==> src/rtl/usb_serial_tx_arbiter.sv <==
// usb_serial_tx_arbiter
// Round-robin arbiter sharing the usb_serial transmit byte port between
// NUM_REQ byte sources. The winner keeps the grant for a burst so its bytes
// stay contiguous. The burst ends on a last byte, after MAX_BURST bytes, or
// after the owner has held the grant for IDLE_TIMEOUT clocks with no byte
// offered. Output byte and strobe are registered and accepted at most once
// every two clocks, so usb_serial's ready can settle between writes.
module usb_serial_tx_arbiter #(
  parameter int unsigned NUM_REQ      = 2,
  parameter int unsigned MAX_BURST    = 64,
  parameter int unsigned IDLE_TIMEOUT = 16
) (
  input  logic                 clk,
  input  logic                 reset,
  input  logic [NUM_REQ-1:0]   req_valid,
  input  logic [8*NUM_REQ-1:0] req_data,
  input  logic [NUM_REQ-1:0]   req_last,
  output logic [NUM_REQ-1:0]   req_ready,
  output logic [NUM_REQ-1:0]   grant,
  input  logic                 uart_tx_ready,
  output logic [7:0]           uart_tx_data,
  output logic                 uart_tx_strobe,
  output logic                 busy
);

  localparam int unsigned IDX_W = (NUM_REQ > 1) ? $clog2(NUM_REQ) : 1;

  typedef enum logic {
    ST_IDLE,
    ST_BURST
  } state_t;

  state_t             r_state;
  state_t             w_state_nxt;
  logic [NUM_REQ-1:0] r_grant;
  logic [NUM_REQ-1:0] w_grant_nxt;
  logic [IDX_W-1:0]   r_owner;
  logic [IDX_W-1:0]   w_owner_nxt;
  logic [IDX_W-1:0]   r_last_owner;
  logic [IDX_W-1:0]   w_last_owner_nxt;
  logic [IDX_W-1:0]   w_rr_owner;
  logic               w_rr_found;
  int unsigned        w_scan_idx;
  logic [7:0]         r_burst_cnt;
  logic [7:0]         w_burst_cnt_nxt;
  logic [7:0]         r_idle_cnt;
  logic [7:0]         w_idle_cnt_nxt;
  logic [7:0]         r_tx_data;
  logic [7:0]         w_tx_data_nxt;
  logic               r_tx_strobe;
  logic               w_tx_strobe_nxt;
  logic [7:0]         w_owner_byte;
  logic               w_owner_valid;
  logic               w_owner_last;
  logic [7:0]         w_burst_inc;
  logic [7:0]         w_idle_inc;
  logic               w_accept_ok;
  logic               w_handshake;
  logic               w_exit;

  // Select the current owner's byte, valid and last via the one-hot grant.
  always_comb begin
    w_owner_byte  = '0;
    w_owner_valid = 1'b0;
    w_owner_last  = 1'b0;
    for (int unsigned i = 0; i < NUM_REQ; i++) begin
      if (r_grant[i]) begin
        w_owner_byte  = req_data[8*i +: 8];
        w_owner_valid = req_valid[i];
        w_owner_last  = req_last[i];
      end
    end
  end

  // Round-robin pick: first valid source scanning upward from last_owner+1.
  always_comb begin
    w_rr_owner = r_last_owner;
    w_rr_found = 1'b0;
    w_scan_idx = 0;
    for (int unsigned k = 1; k <= NUM_REQ; k++) begin
      w_scan_idx = 32'(r_last_owner) + k;
      if (w_scan_idx >= NUM_REQ) begin
        w_scan_idx = w_scan_idx - NUM_REQ;
      end
      if (!w_rr_found && req_valid[IDX_W'(w_scan_idx)]) begin
        w_rr_found = 1'b1;
        w_rr_owner = IDX_W'(w_scan_idx);
      end
    end
  end

  assign w_burst_inc = r_burst_cnt + 8'd1;
  assign w_idle_inc  = (r_idle_cnt == 8'hFF) ? r_idle_cnt : r_idle_cnt + 8'd1;

  // A pending strobe blocks acceptance so usb_serial's ready reflects the
  // previous write before the next byte is taken.
  assign w_accept_ok = uart_tx_ready & ~r_tx_strobe;
  assign w_handshake = (r_state == ST_BURST) & w_owner_valid & w_accept_ok;

  // grant is all-zero outside a burst, so ready is only ever raised for the owner.
  assign req_ready = r_grant & {NUM_REQ{w_accept_ok}};

  // Next-state, counter and output-register logic.
  always_comb begin
    w_state_nxt      = r_state;
    w_grant_nxt      = r_grant;
    w_owner_nxt      = r_owner;
    w_last_owner_nxt = r_last_owner;
    w_burst_cnt_nxt  = r_burst_cnt;
    w_idle_cnt_nxt   = r_idle_cnt;
    w_tx_data_nxt    = r_tx_data;
    w_tx_strobe_nxt  = 1'b0;
    w_exit           = 1'b0;
    unique case (r_state)
      ST_IDLE: begin
        if (w_rr_found) begin
          w_state_nxt              = ST_BURST;
          w_grant_nxt              = '0;
          w_grant_nxt[w_rr_owner]  = 1'b1;
          w_owner_nxt              = w_rr_owner;
          w_burst_cnt_nxt          = '0;
          w_idle_cnt_nxt           = '0;
        end
      end
      ST_BURST: begin
        if (w_handshake) begin
          w_tx_data_nxt   = w_owner_byte;
          w_tx_strobe_nxt = 1'b1;
          w_burst_cnt_nxt = w_burst_inc;
          w_idle_cnt_nxt  = '0;
        end else if (!w_owner_valid) begin
          w_idle_cnt_nxt  = w_idle_inc;
        end else begin
          w_idle_cnt_nxt  = '0;
        end
        // Exit conditions are OR-ed so coincident causes yield a single exit.
        w_exit = (w_handshake & (w_owner_last | (w_burst_inc == 8'(MAX_BURST))))
               | (~w_owner_valid & (w_idle_inc == 8'(IDLE_TIMEOUT)));
        if (w_exit) begin
          w_state_nxt      = ST_IDLE;
          w_grant_nxt      = '0;
          w_last_owner_nxt = r_owner;
        end
      end
      default: begin
        w_state_nxt = ST_IDLE;
        w_grant_nxt = '0;
      end
    endcase
  end

  // State and output registers; reset cancels any pending strobe.
  always_ff @(posedge clk or negedge reset) begin
    if (!reset) begin
      r_state      <= ST_IDLE;
      r_grant      <= '0;
      r_owner      <= '0;
      r_last_owner <= IDX_W'(NUM_REQ - 1);
      r_burst_cnt  <= '0;
      r_idle_cnt   <= '0;
      r_tx_data    <= '0;
      r_tx_strobe  <= 1'b0;
    end else begin
      r_state      <= w_state_nxt;
      r_grant      <= w_grant_nxt;
      r_owner      <= w_owner_nxt;
      r_last_owner <= w_last_owner_nxt;
      r_burst_cnt  <= w_burst_cnt_nxt;
      r_idle_cnt   <= w_idle_cnt_nxt;
      r_tx_data    <= w_tx_data_nxt;
      r_tx_strobe  <= w_tx_strobe_nxt;
    end
  end

  assign grant          = r_grant;
  assign uart_tx_data   = r_tx_data;
  assign uart_tx_strobe = r_tx_strobe;
  assign busy           = (r_state == ST_BURST);

endmodule

==> config.mk <==
export PLATFORM = sky130hd
export DESIGN_NAME = usb_serial_tx_arbiter
export DESIGN_NICKNAME = d
export VERILOG_FILES = /design/src/rtl/usb_serial_tx_arbiter.sv
export SDC_FILE = /design/constraint.sdc
export NUM_CORES = 1
export LEC_CHECK = 0
export CORE_ASPECT_RATIO = 0.9
export CORE_MARGIN = 8
export CORE_UTILIZATION = 25
export DETAILED_ROUTE_END_ITERATION = 10
export PLACE_DENSITY = 0.52
export SLEW_MARGIN = 20
export SYNTH_ARGS = -nofsm -noshare
export SYNTH_HDL_FRONTEND = slang
export SYNTH_SLANG_ARGS = --single-unit
==> constraint.sdc <==
create_clock -name clk -period 3 [get_ports clk]
set_input_delay 0.6 -clock clk [delete_from_list [all_inputs] [get_ports clk]]
set_output_delay 0.6 -clock clk [all_outputs]
set_load 0.005 [all_outputs]
Yosys cells after proc, flatten, opt, wreduce, memory -nomap -nowiden:

Index checks and enable logic that the tools add are counted.

* flip-flop bits (word level): 30
* input bits: 23
* output and inout port bits: 14
* logic and storage cells: 78

* add/subtract/negate cells: 6
* magnitude comparators: 6
* equal/unequal tests: 6
* mux-type cells: 33
* bitwise logic cells: 11
* reductions and logical operators: 8

Operator list (count)
* 8-bit two-way mux: 7
* 8-bit one-hot mux with 2 select lines: 2
* 1-bit two-way mux: 19
* 8-bit by 1-bit adder with 8-bit output, second input constant: 2
* 2-bit AND reduction: 5
* 8-bit by 5-bit equality test with 1-bit output, second input constant: 1
* 8-bit by 7-bit equality test with 1-bit output, second input constant: 1
* 8-bit equality test, second input constant: 1
* 1-bit by 2-bit less-than comparator with 1-bit output, second input constant: 3
* 1-bit bitwise AND: 5
* 2-bit two-way mux: 2
* 2-bit by 1-bit != test with 1-bit output, second input constant: 2
* 2-bit one-hot mux with 2 select lines: 1
* 1-bit by 2-bit adder with 3-bit output, second input constant: 1
* 3-bit by 2-bit greater-or-equal comparator with 1-bit output, second input constant: 1
* 1-bit NOT: 3
* 1-bit by 1-bit adder with 2-bit output, second input constant: 1
* 2-bit bitwise AND: 1
* 2-bit greater-or-equal comparator, second input constant: 1
* 1-bit logical AND: 2
* 2-bit != test, second input constant: 1
* 1-bit OR: 2
* 1-bit one-hot mux with 2 select lines: 1
* 1-bit subtractor, second input constant: 2
* other kinds (3): 3

Depth between registers and ports, before layout:

Gate-level depths: netlist of the first run.

* depth in word-level cells: 15
* depth in mapped cells: 7
* mapped depth without buffers: 6

Least setup slack after synthesis of the first run:

No wires, ideal clock.

* path type: register to register
* start point: reg r_idle_cnt[0]
* end point: reg r_last_owner
* setup time: 0.082 ns
* arrival time: 1.778 ns
* data required time: 2.918 ns
* path slack: 1.139 ns
* stages on the path, launching flop included: 8
* path buffers: 1
* clock period less this slack: 1.861 ns
* cells stage by stage: dfrtp_1 ha_1 and2_1 buf_6 and4b_1 o211ai_2 o31ai_4 mux2_4

* word-level cells in the longest chain between the ends: 6
* elaborated cells on any way between the ends: 7
* those cells by class: add/sub: 1; eq/ne: 2; mux: 1; bitwise: 2; reduce/logical: 1

Ends and longest elaborated chain
* start, declared: line 46 `logic [7:0] r_idle_cnt;`
* start signal, assigned: line 169 `r_idle_cnt <= w_idle_cnt_nxt;`
* 8-bit by 1-bit adder with 8-bit output / 8-bit equality test (equally long branches): line 93 `assign w_idle_inc = (r_idle_cnt == 8'hFF) ? r_idle_cnt : r_idle_cnt + 8'd1;`
* 8-bit two-way mux (*): line 93
* 8-bit by 5-bit equality test with 1-bit output (*): line 138 `| (~w_owner_valid & (w_idle_inc == 8'(IDLE_TIMEOUT)));`
* 1-bit bitwise AND (*): line 138
* 1-bit OR (*): line 138
* 2-bit AND reduction (no source line) (*)
* end signal, assigned: line 158 `r_last_owner <= IDX_W'(NUM_REQ - 1);`
* end signal, assigned: line 167 `r_last_owner <= w_last_owner_nxt;`
* end, declared: line 39 `logic [IDX_W-1:0] r_last_owner;`

Every way passes the cells marked *; elsewhere a longest branch is shown, timed or not.
A chain may end at the register's enable or synchronous reset.

Final worst setup path of the first run:

* start point: in uart_tx_ready
* end point: out req_ready[1]

* word-level cells in the longest chain between the ends: 2

Ends and longest elaborated chain
* start, declared: line 20 `input logic uart_tx_ready,`
* 1-bit bitwise AND: line 97 `assign w_accept_ok = uart_tx_ready & ~r_tx_strobe;`
* 2-bit bitwise AND: line 101 `assign req_ready = r_grant & {NUM_REQ{w_accept_ok}};`
* end, declared: line 18 `output logic [NUM_REQ-1:0] req_ready,`

Every way passes these cells.

==> results of run 1 <==
[synthesized netlist by cell type (2+ instances only)]
master,number
sky130_fd_sc_hd__a221oi_1,9
sky130_fd_sc_hd__nor2_1,28
sky130_fd_sc_hd__buf_2,2
sky130_fd_sc_hd__a21oi_1,7
sky130_fd_sc_hd__xor2_1,2
sky130_fd_sc_hd__and3b_1,2
sky130_fd_sc_hd__ha_1,2
sky130_fd_sc_hd__nand2b_1,3
sky130_fd_sc_hd__a22o_1,3
sky130_fd_sc_hd__nor2b_1,2
sky130_fd_sc_hd__nand3b_1,4
sky130_fd_sc_hd__and2_1,3
sky130_fd_sc_hd__o21ai_1,10
sky130_fd_sc_hd__clkbuf_1,4
sky130_fd_sc_hd__o21ai_0,6
sky130_fd_sc_hd__dfrtp_1,29
sky130_fd_sc_hd__nand2_1,21
sky130_fd_sc_hd__or3_1,2
sky130_fd_sc_hd__nand4b_1,2
sky130_fd_sc_hd__nand3_1,8
sky130_fd_sc_hd__a31oi_1,5
sky130_fd_sc_hd__and3_2,3
[how the worst max path moves through the flow]
stage / start / to / slack, ns / cells after the start
6_report: uart_tx_ready / req_ready[1] / 0.63 / 3
5_1_grt: uart_tx_ready / req_ready[0] / 0.56 / 3
4_1_cts: uart_tx_ready / req_ready[1] / 0.62 / 3
3_5_place_dp: req_valid[0] / r_last_owner$_DFFE_PN1P_ / 0.45 / 6
3_3_place_gp: req_valid[0] / r_last_owner$_DFFE_PN1P_ / 0.52 / 6
2_1_floorplan: r_idle_cnt[0]$_DFFE_PN0P_ / r_last_owner$_DFFE_PN1P_ / 1.14 / 7
[flip-flops by register name (all words and copies together), names as in the netlist]
signal          cells
r_owner             1
r_last_owner        1
uart_tx_strobe      1
uart_tx_data        8
r_idle_cnt          8
r_burst_cnt         8
grant               2
busy                1
[layout make-up]
type	instances	area [um^2]
clock buffers	6	72.6
clock inverters	2	10.0
fillers	683	4300
multi-input cells	140	848
flip-flops and latches	30	752
repair buffers	39	383
well taps	90	113
inverters	1	3.75
[routing by layer]
metal | share of wire (%) | routed length [um] | track usage, %
met1 | 49 | 2050 | 11.9
met2 | 43 | 1810 | 14.1
met3 | 6.0 | 252 | 3.04
met4 | 2.0 | 84 | 4.83
met5 | 0 | 0 | 0
[logic make-up (layout without fill, tap and decap cells)]
logic type	Yosys count	count (layout)	synth area share, %
DFF	30	30	45.5
xor gates and xnor gates	2	2	1.06
adders and majority gates	2	2	1.51
buffers and inverters	10	48	3.11
and+or+nand+nor	84	84	25.6
muxes	2	2	1.51
AOI/OAI and AO/OA	50	50	21.7
[power groups by stage]
stage	Sequential, uW	Combinational, uW	Clock, uW
final	696	644	317
after global routing	721	725	348
after CTS	696	658	328
after detailed placement	703	654	0
after global placement	705	653	0
after floorplan	654	397	0
[metrics by stage]
stage	hold WS, ns	power (uW)	utilization, %	worst slack, ns	instance area (um^2)
3_3_place_gp	0.477	1360	32.4	0.520	2100
5_1_grt	0.508	1790	33.7	0.558	2180
2_1_floorplan	0.304	1050	-	1.14	1650
6_report	0.493	1660	33.7	0.635	2180
4_1_cts	0.490	1680	33.7	0.617	2180
3_5_place_dp	0.475	1360	32.4	0.446	2100
[cells in the final DEF (no fill, tap or decap), types with 2 or more instances in the layout]
| cell type | count |
|---|---|
| sky130_fd_sc_hd__o21ai_1 | 10 |
| sky130_fd_sc_hd__and2_1 | 3 |
| sky130_fd_sc_hd__a21oi_1 | 7 |
| sky130_fd_sc_hd__nand2b_1 | 3 |
| sky130_fd_sc_hd__o21ai_0 | 6 |
| sky130_fd_sc_hd__buf_4 | 3 |
| sky130_fd_sc_hd__clkbuf_8 | 5 |
| sky130_fd_sc_hd__dfrtp_1 | 29 |
| sky130_fd_sc_hd__nor2_1 | 28 |
| sky130_fd_sc_hd__and3_2 | 3 |
| sky130_fd_sc_hd__clkinv_2 | 2 |
| sky130_fd_sc_hd__nand3_1 | 8 |
| sky130_fd_sc_hd__nand4b_1 | 2 |
| sky130_fd_sc_hd__a221oi_1 | 9 |
| sky130_fd_sc_hd__xor2_1 | 2 |
| sky130_fd_sc_hd__nand2_1 | 21 |
| sky130_fd_sc_hd__or3_1 | 2 |
| sky130_fd_sc_hd__ha_1 | 2 |
| sky130_fd_sc_hd__a22o_1 | 3 |
| sky130_fd_sc_hd__nor2b_1 | 2 |
| sky130_fd_sc_hd__clkdlybuf4s50_1 | 36 |
| sky130_fd_sc_hd__nand3b_1 | 4 |
| sky130_fd_sc_hd__and3b_1 | 2 |
| sky130_fd_sc_hd__a31oi_1 | 5 |
[critical path, cell delays in order]
cell and delay [ns]:
sky130_fd_sc_hd__clkdlybuf4s50_1 0.50, sky130_fd_sc_hd__and3b_1 0.17, sky130_fd_sc_hd__clkdlybuf4s50_1 0.50
==> results.txt, run 1 <==
The flow ran to the end, and the final reports show no timing, DRC or antenna violations. Yosys mapped a number of flops with a built-in enable equal to 0. The number of buffers inserted by port buffering is 36.

At the end of the flow, the number of nets in the layout was about 240. The number of hold buffers added after CTS was 0. In the synthesized netlist the dominant register cell turns out to be sky130_fd_sc_hd__dfrtp_1.

For this run, the number of standard cells in the final layout without fillers is 308. The clock network latency to the later pin of the worst-skew pair came out at 0.28 ns. The remaining number of nets flagged by the antenna check after routing came out at 0. The worst reg2reg path startpoint is grant[1]$_DFFE_PN0P_. The full die area is roughly 0.0095 mm^2. The clock tree from TritonCTS is built.

The row count is 28. The internal power contribution came out at roughly 1000 uW. The clock transition at the registers of the reported paths came out at 0.07 ns. Net switching is between 30% and 40% of the power. The die width is between 100 and 150 um. The via count of the routed design came out at 1470. The maximum number of pins on one net before global-route repair came out at 31. The final hold violation count was 0. Setup repair after global routing left no endpoint under its margin. The final period utilization came out at between 70% and 80%. The number of global-route vias before repair is approximately 1.4k.

Yosys attributes the largest share of cell area to sky130_fd_sc_hd__dfrtp_1 (44%), sky130_fd_sc_hd__nor2_1 (6.4%), sky130_fd_sc_hd__a221oi_1 (4.8%), sky130_fd_sc_hd__nand2_1 (4.8%), sky130_fd_sc_hd__o21ai_1 (3.0%). STA classifies the critical path endpoint as an output pin. The leakage power came out at 0.000884 uW. In this run, placement finished with an instance count of 300. The synthesized flop and latch total came out at 30.

The fraction of synthesis flops using an asynchronous set or reset pin is 100%. The number of setup violations in the final report came out at 0. The number of violations reported at the end of detailed-routing iteration 0 is 53. Summed over all nets, the switching power comes to 609 uW. The startpoint of the lowest-slack hold path is r_owner$_DFFE_PN0P_.

The number of buffers inserted by post-CTS setup repair is 0. The category of the worst setup path launch point is an input port. The initial antenna violation count came to 0. Of all cell types, the one taking the most synthesized area is sky130_fd_sc_hd__dfrtp_1.

The detail-routed via count per cell came out at between 4 and 5. The CTS buffer count came out at 5. The critical path is of the input port to output pin type.

The worst-case headroom to the max-slew limit came out at roughly three fifths. The worst supply voltage drop on vdd is roughly 0.32 mV. Of the total power, the clock network draws between 10% and 20%. The post-route minimum period came out at 2.37 ns. The wire length of the first global-routing pass came out at 7110 um. The number of remaining DRC errors came out at 0. The portion of the post-synthesis area used by sequential elements is between 40% and 50%.

The aggregate negative setup slack came out at 0 ns. The cell count after synthesis came out at 180. In this run the number of H-tree levels came out at 2. The area added between synthesis and finish is 32.1%. The top fanout value on the critical path came out at 3.

The highest attainable clock frequency is ~0.42 GHz. Combinational logic burns 38.9% of the power. The end of the worst register-to-register path is r_last_owner$_DFFE_PN1P_. For this run, the total global-route usage over all layers was measured as approximately a tenth. The starting density of the core is 25.5%. The required time of the critical path came out at 2.40 ns. At the pin with the least slew margin, the transition time is 0.620 ns.

Once detailed placement completed, the half-perimeter wirelength came to roughly 3100 um. The top-level I/O count came out at 37. Data on the critical path arrives at its endpoint at 1.77 ns. The sequential cell fraction of total power is a little over two fifths. The synthesized netlist contains 45 unique library cells. The die is between 90 and 100 um tall. Counting along the longest clock path gives a buffer depth of 2.

The post-cts sizing count came out at 0. The total congestion overflow came out at 0. The minimum setup slack among reg-to-reg paths came out at ~0.84 ns. The first TritonRoute pass finished after 7 iterations. The average instance in the mapped netlist occupies 9.18 um^2. Across the run, the number of max-cap violations was 0.

Summed over all layers, the routed wires come to 4200 um. The cell depth of the worst flop-to-flop path is 5. The total number of yosys warnings is 0. The repair_antennas step left the layout with diodes totalling 0. The power per cell area came out at between 700 and 800 mW/mm^2. The number of clock sinks seen by CTS came out at 30.

The area of the placeable core came out at 0.00648 mm^2. The worst hold path passes through 2 cells. The top cell type's share of synthesized area is 43.9%.

The count of pins over their slew limit is 0. Synthesis produced a netlist with a net count of slightly above 200. The per-cell routed wire length is ~14 um. The setup skew after layout came out at ~0.009 ns. The path with the worst hold slack has its endpoint at r_owner$_DFFE_PN0P_. The cell area after synthesis is 0.00165 mm^2. The root buffer cell chosen for the clock tree is sky130_fd_sc_hd__clkbuf_8. In this run the worst hold path is classified as flop to flop.

The final weighted congestion in routability-driven placement is 0.761. The share of layout cells above drive strength 1 came out at a little under a tenth.
Note: power is estimated with default switching activity, not from simulation.
==> inputs of run 2 (changes only) <==
--- a/config.mk
+++ b/config.mk
@@ -9,7 +9,7 @@
 export CORE_MARGIN = 8
 export CORE_UTILIZATION = 25
 export DETAILED_ROUTE_END_ITERATION = 10
-export PLACE_DENSITY = 0.52
+export PLACE_DENSITY = 0.54
 export SLEW_MARGIN = 20
 export SYNTH_ARGS = -nofsm -noshare
 export SYNTH_HDL_FRONTEND = slang
==> constraint.sdc (replaced) <==
create_clock -name clk -period 1.9 [get_ports clk]
set_input_delay 0.38 -clock clk [delete_from_list [all_inputs] [get_ports clk]]
set_output_delay 0.38 -clock clk [all_outputs]
set_load 0.005 [all_outputs]
==> run 2 against run 1 <==
  * Critical path depth grew 2
  * Critical endpoint is now r_last_owner$_DFFE_PN1P_
  * Largest power group is now combinational cells
  * Clock power grew 93%
  * Global-route usage grew 0.45 points
  * Largest cell class unchanged
  * Critical path type is now flop to flop
==> results.txt, run 2 (same netlist as run 1, synthesis figures left out) <==
For the pin with the worst max-slew slack, the measured transition is 0.663 ns. The cell depth of the worst flop-to-flop path came out at 5. For this design the top-level I/O count stands at 37. Setup repair after global routing left no endpoint under its margin.

The net count of the finished layout is approximately 260. At the worst endpoint, the arrival time is approximately 2 ns. The number of violations reported at the end of detailed-routing iteration 0 is 95. The area of the placeable core is ~0.0065 mm^2. The share of layout cells above drive strength 1 came out at between 15 and 20%. The highest-utilization routing layer at the global route stage is met2. The setup skew after layout came out at between 0.003 and 0.004 ns. The clock network latency to the later pin of the worst-skew pair came out at about 0.28 ns. The row count came out at 28. In this run the tightest slew margin relative to its limit is 55.7%.

The maximum number of pins on one net before global-route repair is 31. The number of clock sinks seen by CTS is 30. The full die area came out at about 0.0095 mm^2. The remaining number of nets flagged by the antenna check after routing is 0. The number of instances in the placed design came out at 319.

The minimum setup slack among reg-to-reg paths came out at slightly above 0.09 ns. The flow ran to the end, and the final reports show no timing, DRC or antenna violations. The maximum root-to-sink buffer count is 2.

The total congestion overflow is 0. The per-cell routed wire length came out at 13.7 um. The die width came out at 102 um. The final weighted congestion in routability-driven placement came out at about 0.78. TritonCTS built the clock tree. The layout filler cell count came out at 650. The tool flagged a number of max-cap violations equal to 0. The met1 track utilization from global routing is between 10% and 20%. The initial antenna violation count came out at 0.

The H-tree was split into 2 levels. The leakage power came out at about 0.0010 uW. The highest attainable clock frequency came out at 0.553 GHz. 0 antenna diodes ended up in the layout. Clock-pin slew was measured on the worst setup and hold paths at 0.07 ns.

The worst setup slack after placement came out at -0.233 ns. The final worst slack is slightly above 0.09 ns. The global-route track usage on met3 came out at under 10%. For this run, design rule violations remaining after detail routing come to 0.

The CTS buffer count is 5. The first TritonRoute pass finished after 5 iterations. The first global-routing pass estimated between 7000 and 8000 um of wire. The number of setup violations in the final report came out at 0.

The cell sitting at the root of the clock tree is a sky130_fd_sc_hd__clkbuf_8. Data on the critical path is required at its endpoint by around 2.1 ns. Once the floorplan was initialized, standard cells occupied about a quarter of the core. The top fanout value on the critical path came out at 7. STA classifies the critical path startpoint as a flop. In the layout the commonest cells are sky130_fd_sc_hd__clkdlybuf4s50_1 (34), sky130_fd_sc_hd__dfrtp_1 (29), sky130_fd_sc_hd__nor2_1 (28), sky130_fd_sc_hd__nand2_1 (21), sky130_fd_sc_hd__buf_4 (21).

The count of pins over their slew limit is 0. The number of global-route vias before repair was between 1k and 1.5k. By startpoint and endpoint, the worst setup path is classified as flop to flop.

The global-route usage over all layers came out at under 10%. The final routed wirelength across all metal layers is roughly 4500 um. Global routing consumed, on the met2 layer, 14.3% of the routing resources. The fraction of the core area covered by cells at the end of the flow is between 30% and 40%. The count of placed standard cells in the final layout, fillers left out is 328.

The via count of the routed design is ~1.6k. The worst supply voltage drop on vdd is 0.423 mV. STA classifies the critical path endpoint as a flop. The vertical die dimension came out at around 93 um.

The final hold violation count came out at 0. The area added between synthesis and finish is 44.2%. The number of buffers inserted by port buffering came out at 36. The post-route minimum period came out at 1.81 ns.

The detail-routed via count per cell is around 4.8. The final HPWL from detailed placement came out at 3340 um. Leaving out fill and tap cells, the most frequent cell in the layout is sky130_fd_sc_hd__clkdlybuf4s50_1. The power per cell area came out at 1230 mW/mm^2. The post-route worst hold slack is 0.490 ns. The final period utilization is 95.1%.

The path class of the tightest hold or removal check is input port to asynchronous set/reset pin.
## run 2: worst paths after layout
kind | from | end
setup / recovery | r_idle_cnt[3]$_DFFE_PN0P_ | r_last_owner$_DFFE_PN1P_
hold / removal | reset | uart_tx_strobe$_DFF_PN0_
setup reg to reg | r_idle_cnt[3]$_DFFE_PN0P_ | r_last_owner$_DFFE_PN1P_
hold reg to reg | r_burst_cnt[7]$_DFFE_PN0P_ | r_burst_cnt[7]$_DFFE_PN0P_
max in group asynchronous | reset | r_last_owner$_DFFE_PN1P_
min in group clk | r_burst_cnt[7]$_DFFE_PN0P_ | r_burst_cnt[7]$_DFFE_PN0P_
## run 2: metrics by stage
step	area, um^2	total power (uW)	TNS, ns
6_report	2380	2920	0
3_5_place_dp	2250	2310	-1.46
3_3_place_gp	2250	2300	-1.08
4_1_cts	2370	2950	0
5_1_grt	2380	3140	0
2_1_floorplan	1650	1660	0
## run 2: layer usage
metal,part of all wire [%],wire (um),vias to the layer above
met2,44,1990,39
li1,-,-,774
met1,49,2180,739
met5,0,0,-
met3,4.8,216,9
met4,2.1,94,0
## run 2: critical path: stages (launching register included)
cell and delay [ns]:
sky130_fd_sc_hd__dfrtp_1 0.45, sky130_fd_sc_hd__and4_1 0.26, sky130_fd_sc_hd__nor2b_1 0.15, sky130_fd_sc_hd__nand4b_1 0.29, sky130_fd_sc_hd__o31ai_4 0.26, sky130_fd_sc_hd__mux2_4 0.32
## run 2: area by class of cell
cell class | instances | area (um^2) | area share [%]
Sequential cell | 30 | 752 | 31.6
Multi-Input combinational cell | 140 | 856 | 35.9
Inverter | 1 | 3.75 | 0.158
Clock buffer | 8 | 110 | 4.62
Timing Repair Buffer | 59 | 547 | 23.0
Tap cell | 90 | 113 | 4.73
## run 2: what timing repair did
| action | in CTS | in global routing |
|---|---|---|
| buffers inserted | 1 | 0 |
| pin swaps | 0 | 1 |
| setup endpoints to repair | 2 | 3 |
| gates resized for setup | 3 | 2 |
| hold buffers | 0 | 0 |
## run 2: power breakdown
group	leakage (uW)	internal (uW)	switching [uW]	total [uW]
sequential	0.000377	862	167	1030
clock	0.0000575	366	246	612
combinational	0.000577	681	598	1280
==> inputs of run 3 (changes only) <==
--- a/config.mk
+++ b/config.mk
@@ -5,6 +5,7 @@
 export SDC_FILE = /design/constraint.sdc
 export NUM_CORES = 1
 export LEC_CHECK = 0
+export CAP_MARGIN = 25
 export CORE_ASPECT_RATIO = 0.9
 export CORE_MARGIN = 8
 export CORE_UTILIZATION = 25
==> results of run 3 <==
Same layout as run 2: the final DEF is identical, and so are final timing and power.
